## config.mk

```make
export PLATFORM = sky130hd
export DESIGN_NAME = gh_report_tx_flat
export DESIGN_NICKNAME = d
export VERILOG_FILES = /design/src/rtl/gh_report_tx_if.sv /design/src/rtl/gh_report_tx.sv /design/src/flat_wrapper.sv
export SDC_FILE = /design/constraint.sdc
export NUM_CORES = 1
export LEC_CHECK = 0
export CAP_MARGIN = 5
export CORE_ASPECT_RATIO = 1.2
export CORE_MARGIN = 8
export CORE_UTILIZATION = 60
export DETAILED_ROUTE_END_ITERATION = 6
export DONT_BUFFER_PORTS = 1
export HOLD_SLACK_MARGIN = 0.06
export MAX_ROUTING_LAYER = met4
export PLACE_DENSITY = 0.76
export SLEW_MARGIN = 25
export SYNTH_ARGS = -nofsm -noshare
export SYNTH_HDL_FRONTEND = slang
export SYNTH_SLANG_ARGS = --single-unit
```

## constraint.sdc

```tcl
create_clock -name CLK -period 3.5 [get_ports CLK]
set_clock_uncertainty 0.2 [all_clocks]
set_input_delay 0.525 -clock CLK [delete_from_list [all_inputs] [get_ports CLK]]
set_output_delay 0.525 -clock CLK [all_outputs]
set_load 0.01 [all_outputs]
```

## src/rtl/gh_report_tx_if.sv

```systemverilog
// Byte-stream transmit bus between the report packetiser and its sink.
//   TxData  : current packet byte (master -> slave)
//   TxValid : TxData valid (master -> slave)
//   TxReady : sink accepts the byte when TxValid & TxReady (slave -> master)
interface gh_report_tx_if;
    logic [7:0] TxData;
    logic       TxValid;
    logic       TxReady;

    modport master (output TxData, output TxValid, input TxReady);
    modport slave  (input TxData, input TxValid, output TxReady);
endinterface

```

## src/rtl/gh_report_tx.sv

```systemverilog
// Guitar controller report transmitter: packs {Tilt,Strum,Frets,Whammy} into a
// 4-byte packet (sync, buttons, whammy, xor checksum) whenever the state changes
// or a keepalive interval elapses, and streams it over a valid/ready byte bus.
// Ports:
//   CLK, RST      : clock, asynchronous active-high reset
//   Enable        : permits new packets to start
//   Frets, Strum, Whammy, Tilt : live controller state
//   tx            : byte stream master (TxData, TxValid, TxReady)
//   Busy          : packet in flight
//   PacketCount   : number of fully transmitted packets (wraps)
module gh_report_tx #(
    parameter int unsigned KEEPALIVE_CYCLES = 1000000,
    parameter logic [7:0]  SYNC_BYTE        = 8'hA5
) (
    input  logic                 CLK,
    input  logic                 RST,
    input  logic                 Enable,
    input  logic [4:0]           Frets,
    input  logic                 Strum,
    input  logic [7:0]           Whammy,
    input  logic                 Tilt,
    gh_report_tx_if.master       tx,
    output logic                 Busy,
    output logic [15:0]          PacketCount
);

    localparam int unsigned ST_W = 15;
    localparam int unsigned KA_W = (KEEPALIVE_CYCLES > 1) ? $clog2(KEEPALIVE_CYCLES) : 1;
    localparam logic [KA_W-1:0] KA_MAX = KA_W'(KEEPALIVE_CYCLES - 1);

    typedef enum logic {
        IDLE = 1'b0,
        SEND = 1'b1
    } state_e;

    state_e            state_q, state_d;
    logic [1:0]        idx_q, idx_d;
    logic [ST_W-1:0]   snap_q, snap_d;
    logic [KA_W-1:0]   ka_q, ka_d;
    logic [15:0]       cnt_q, cnt_d;
    logic [7:0]        tx_data_q, tx_data_d;
    logic              tx_valid_q, tx_valid_d;
    logic              busy_q, busy_d;

    logic [ST_W-1:0]   cur_state;
    logic              changed;
    logic              expired;

    // Packet byte i built from a snapshot laid out as {Tilt,Strum,Frets,Whammy}.
    function automatic logic [7:0] pkt_byte(input logic [ST_W-1:0] s, input logic [1:0] i);
        logic [7:0] b1;
        b1 = {s[14], s[13], 1'b0, s[12:8]};
        case (i)
            2'd0:    pkt_byte = SYNC_BYTE;
            2'd1:    pkt_byte = b1;
            2'd2:    pkt_byte = s[7:0];
            default: pkt_byte = SYNC_BYTE ^ b1 ^ s[7:0];
        endcase
    endfunction

    assign cur_state = {Tilt, Strum, Frets, Whammy};
    assign changed   = (cur_state != snap_q);
    assign expired   = (ka_q == KA_MAX);

    // State and registered outputs.
    always_ff @(posedge CLK or posedge RST) begin
        if (RST) begin
            state_q    <= IDLE;
            idx_q      <= 2'd0;
            snap_q     <= '0;
            ka_q       <= '0;
            cnt_q      <= 16'd0;
            tx_data_q  <= 8'h00;
            tx_valid_q <= 1'b0;
            busy_q     <= 1'b0;
        end else begin
            state_q    <= state_d;
            idx_q      <= idx_d;
            snap_q     <= snap_d;
            ka_q       <= ka_d;
            cnt_q      <= cnt_d;
            tx_data_q  <= tx_data_d;
            tx_valid_q <= tx_valid_d;
            busy_q     <= busy_d;
        end
    end

    // Next-state logic; outputs are precomputed from the next state so they
    // come straight out of flops.
    always_comb begin
        state_d = state_q;
        idx_d   = idx_q;
        snap_d  = snap_q;
        ka_d    = ka_q;
        cnt_d   = cnt_q;

        case (state_q)
            IDLE: begin
                if (Enable) begin
                    if (changed || expired) begin
                        state_d = SEND;
                        snap_d  = cur_state;
                        idx_d   = 2'd0;
                        ka_d    = '0;
                    end else if (!expired) begin
                        ka_d = ka_q + KA_W'(1);
                    end
                end else begin
                    ka_d = '0;
                end
            end
            SEND: begin
                ka_d = '0;
                if (tx_valid_q && tx.TxReady) begin
                    if (idx_q == 2'd3) begin
                        state_d = IDLE;
                        idx_d   = 2'd0;
                        cnt_d   = cnt_q + 16'd1;
                    end else begin
                        idx_d = idx_q + 2'd1;
                    end
                end
            end
            default: state_d = IDLE;
        endcase

        tx_valid_d = (state_d == SEND);
        busy_d     = (state_d == SEND);
        tx_data_d  = (state_d == SEND) ? pkt_byte(snap_d, idx_d) : 8'h00;
    end

    assign tx.TxData  = tx_data_q;
    assign tx.TxValid = tx_valid_q;
    assign Busy       = busy_q;
    assign PacketCount = cnt_q;

endmodule
```

## src/flat_wrapper.sv

```systemverilog
// flat-port wrapper written by rule: the top's interface ports become plain ports
module gh_report_tx_flat 
#(
    parameter int unsigned KEEPALIVE_CYCLES = 1000000,
    parameter logic [7:0]  SYNC_BYTE        = 8'hA5
)
  (CLK, RST, Enable, Frets, Strum, Whammy, Tilt, Busy, PacketCount, tx_TxData, tx_TxValid, tx_TxReady);
  gh_report_tx_if tx_i ();
  input  logic CLK;
  input  logic RST;
  input  logic Enable;
  input  logic [4:0] Frets;
  input  logic Strum;
  input  logic [7:0] Whammy;
  input  logic Tilt;
  output logic Busy;
  output logic [15:0] PacketCount;
  output wire logic [$bits(tx_i.TxData)-1:0] tx_TxData;
  output wire logic [$bits(tx_i.TxValid)-1:0] tx_TxValid;
  input wire logic [$bits(tx_i.TxReady)-1:0] tx_TxReady;
  assign tx_TxData = tx_i.TxData;
  assign tx_TxValid = tx_i.TxValid;
  assign tx_i.TxReady = tx_TxReady;
  gh_report_tx #(.KEEPALIVE_CYCLES(KEEPALIVE_CYCLES), .SYNC_BYTE(SYNC_BYTE)) u_core (.CLK(CLK), .RST(RST), .Enable(Enable), .Frets(Frets), .Strum(Strum), .Whammy(Whammy), .Tilt(Tilt), .tx(tx_i), .Busy(Busy), .PacketCount(PacketCount));
endmodule
```

==> reports/qor.yml <==
global_routing:
  antenna_found_initial: 0
  grt_pass1_vias: 2131
  grt_overflow_total: 0
  grt_start_max_net_pins: 47
  grt_pass1_wl_um: 10300
  track_usage_pct: 18.1
synthesis:
  async_flop_share_pct: 100
  yosys.area.top_type: "dfrtp_1"
  synth_seq_cells: 62
  syn_area_per_cell_um2: 10.8
  syn_inst: 288
  ys.flop_type: "dfrtp_1"
  netlist_area_um2: 3100
  synth_enable_flop_cells: 0
  yosys_warnings: 0
  synthesis.nets: 310
  yosysTopAreaCellShare_pct: 50.1
  netlist-cell-type-count: 44
  yosysSeqAreaShare_pct: 50.1
  yosys-top-cells-area: "dfrtp_1 50%, xnor2_1 8.2%, xor2_1 5.4%, nor2_1 4.0%, mux2_2 2.9%"
critical_path:
  endpoint: "u_core.tx.TxData[7]"
  crit_type: "reg -> reg"
  crit_required_ns: 3.53
  crit_arrival_ns: 2.92
  r2r_cells: 6
  path_max_fanout: 16
  r2r_start: "u_core.ka_q[6]"
  reg2reg_slack_ns: 0.61
  start_kind: "register"
  cp-end-kind: "register"
  r2r-end: "u_core.tx.TxData[7]"
  crit_start: "u_core.ka_q[6]"
timing:
  tns_ns: 0
  whs_ns: -0.00764
  drv_slew: 0
  rsz0062_at_grt: "false"
  slew_headroom_pct: 44.6
  setup-violations-final: 0
  post-route-min-period_ns: 2.89
  period_share_pct: 82.6
  timing.fmax_ghz: 0.346
  hold_violations: 33
  tightestPinTransition_ns: 0.823
route:
  final_antenna_net_count: 0
  via_count: 2155
  drc: 0
  via_per_inst: 6.04
  dr.pass1.iters: 4
  first_iter_violations: 86
  wl_um: 6160
  wl_per_cell_um: 17.2
floorplanning:
  start_util_pct: 62.7
  pin_count: 45
  core_area_um2: 4940
  dieArea_um2: 7730
  die_h_um: 94.7
  dieWidth_um: 81.6
  fp-row-count: 28
clock_tree:
  cts-buffers-inserted: 9
  cts_setup_buffers: 0
  holdBufCountCts: 0
  htreeDepth: 3
  ctsRootBufferMaster: "clkbuf_8"
  path_clk_slew_ns: 0.07
  clkSinkCount: 62
  cts_resized: 0
  clockBufferDepth: 2
  clk_latency_ns: 0.34
  cts_tree: "built"
power:
  total_power_mw: 2.33
  power.leakage_nw: 1.41
  power.density_nw_per_um2: 697
  ir_worst_vdd_v: 0.000514
layout:
  areaGrowthSynthToFinish_pct: 7.72
  fin_nets: 316
  diodes: 0
  drive_above_1_share_pct: 11.1
outcome:
  outcome: "finished with violations"
  violations: "hold timing"
run:
  drv_cap: 0
worst_hold_path:
  hp-class: "in -> async"
place:
  place_congestion: 0.815
  numPortBuffers: 0
  post-dp-hpwl_um: 4310
## per-layer routing
metal / GRT usage, % / wire, um
met1: 21.0 / 2630
met2: 26.8 / 2940
met3: 4.94 / 393
met4: 11.7 / 199
met5: - / 0
## cell families (layout without fill, tap and decap cells)
| kind of cell | Yosys count | count (layout) | share of synthesized area, % |
|---|---|---|---|
| simple gates | 126 | 126 | 21.9 |
| buf+inv | 12 | 21 | 2.02 |
| xor+xnor | 48 | 48 | 13.6 |
| fa+ha+maj | 3 | 3 | 1.21 |
| flops | 62 | 62 | 50.1 |
| mux | 16 | 16 | 5.78 |
| compound gates | 21 | 21 | 5.45 |
## placed cells by master, fill, tap and decap left out, types with 2 or more instances in the layout
cell type  instances
dfrtp_1           62
nor2_1            33
xnor2_1           29
nand2_1           24
xor2_1            19
nand3_1           16
nand4_1           14
clkbuf_8          14
and3_1             9
mux2_2             8
mux2_1             7
nor4_1             6
a21oi_1            5
and4_1             5
inv_1              4
a22o_1             4
nor3_1             4
o22a_1             3
ha_1               3
or4_1              2
nand4b_1           2
o21ai_0            2
## through the flow
| stage | hold slack, ns | util (%) | instances | worst slack (ns) | instance area, um^2 |
|---|---|---|---|---|---|
| floorplan | 0.255 | - | 288 | 0.951 | 3100 |
| global placement | 0.282 | 63.6 | 343 | 0.633 | 3140 |
| detailed placement | 0.289 | 63.6 | 343 | 0.561 | 3140 |
| CTS | 0.0972 | 67.5 | 357 | 0.596 | 3330 |
| global route | 0.0631 | 67.5 | 357 | 0.374 | 3340 |
| finish | -0.00764 | 67.5 | 357 | 0.608 | 3340 |
## critical path: stages (launching register included)
cell and delay, ns:
dfrtp_1 0.44, or4_1 0.55, nor4_2 0.34, nand2_2 0.18
a31oi_4 0.57, a21oi_2 0.20, nor3_1 0.30
## where the power goes
group / switching (mW) / internal, mW
registers: 0.224 / 0.884
logic: 0.329 / 0.290
clock network: 0.252 / 0.346
## worst min-delay path by stage
stage                            endpoint           start  slack (ns)
detailed placement         u_core.ka_q[0]  u_core.ka_q[0]        0.29
global placement           u_core.ka_q[0]  u_core.ka_q[0]        0.28
floorplan                  u_core.ka_q[0]  u_core.ka_q[0]        0.25
finish              u_core.PacketCount[4]             RST      -0.008
global route               u_core.ka_q[8]             RST        0.06
CTS                        u_core.ka_q[8]             RST         0.1
## cell type report
| type | instances | area [um^2] |
|---|---|---|
| Inverter | 6 | 26.3 |
| Tap cell | 60 | 75.1 |
| Fill cell | 370 | 1600 |
| Timing Repair Buffer | 1 | 7.51 |
| Multi-Input combinational cell | 214 | 1480 |
| Sequential cell | 62 | 1550 |
| Clock buffer | 14 | 193 |
## synthesized netlist by cell type (all sizes together), types with 2 or more instances
cell	n
nor4	7
xor2	19
and4	5
a21oi	6
or4	3
nand4	14
o21ai	2
dfrtp	62
o22a	3
nor2	33
a22o	4
buf	3
mux2	15
or4b	2
nand3	16
xnor2	29
inv	6
nor3	4
clkbuf	3
and3	9
nand2	25
nand4b	2
ha	3
## registers in the layout (all words and copies together) (netlist names)
name and cells:
u_core.state_q 1, u_core.idx_q 2, u_core.PacketCount 16, u_core.ka_q 20, u_core.tx.TxData 8, u_core.snap_q 15
No activity file was read; power rests on OpenSTA's default activity.
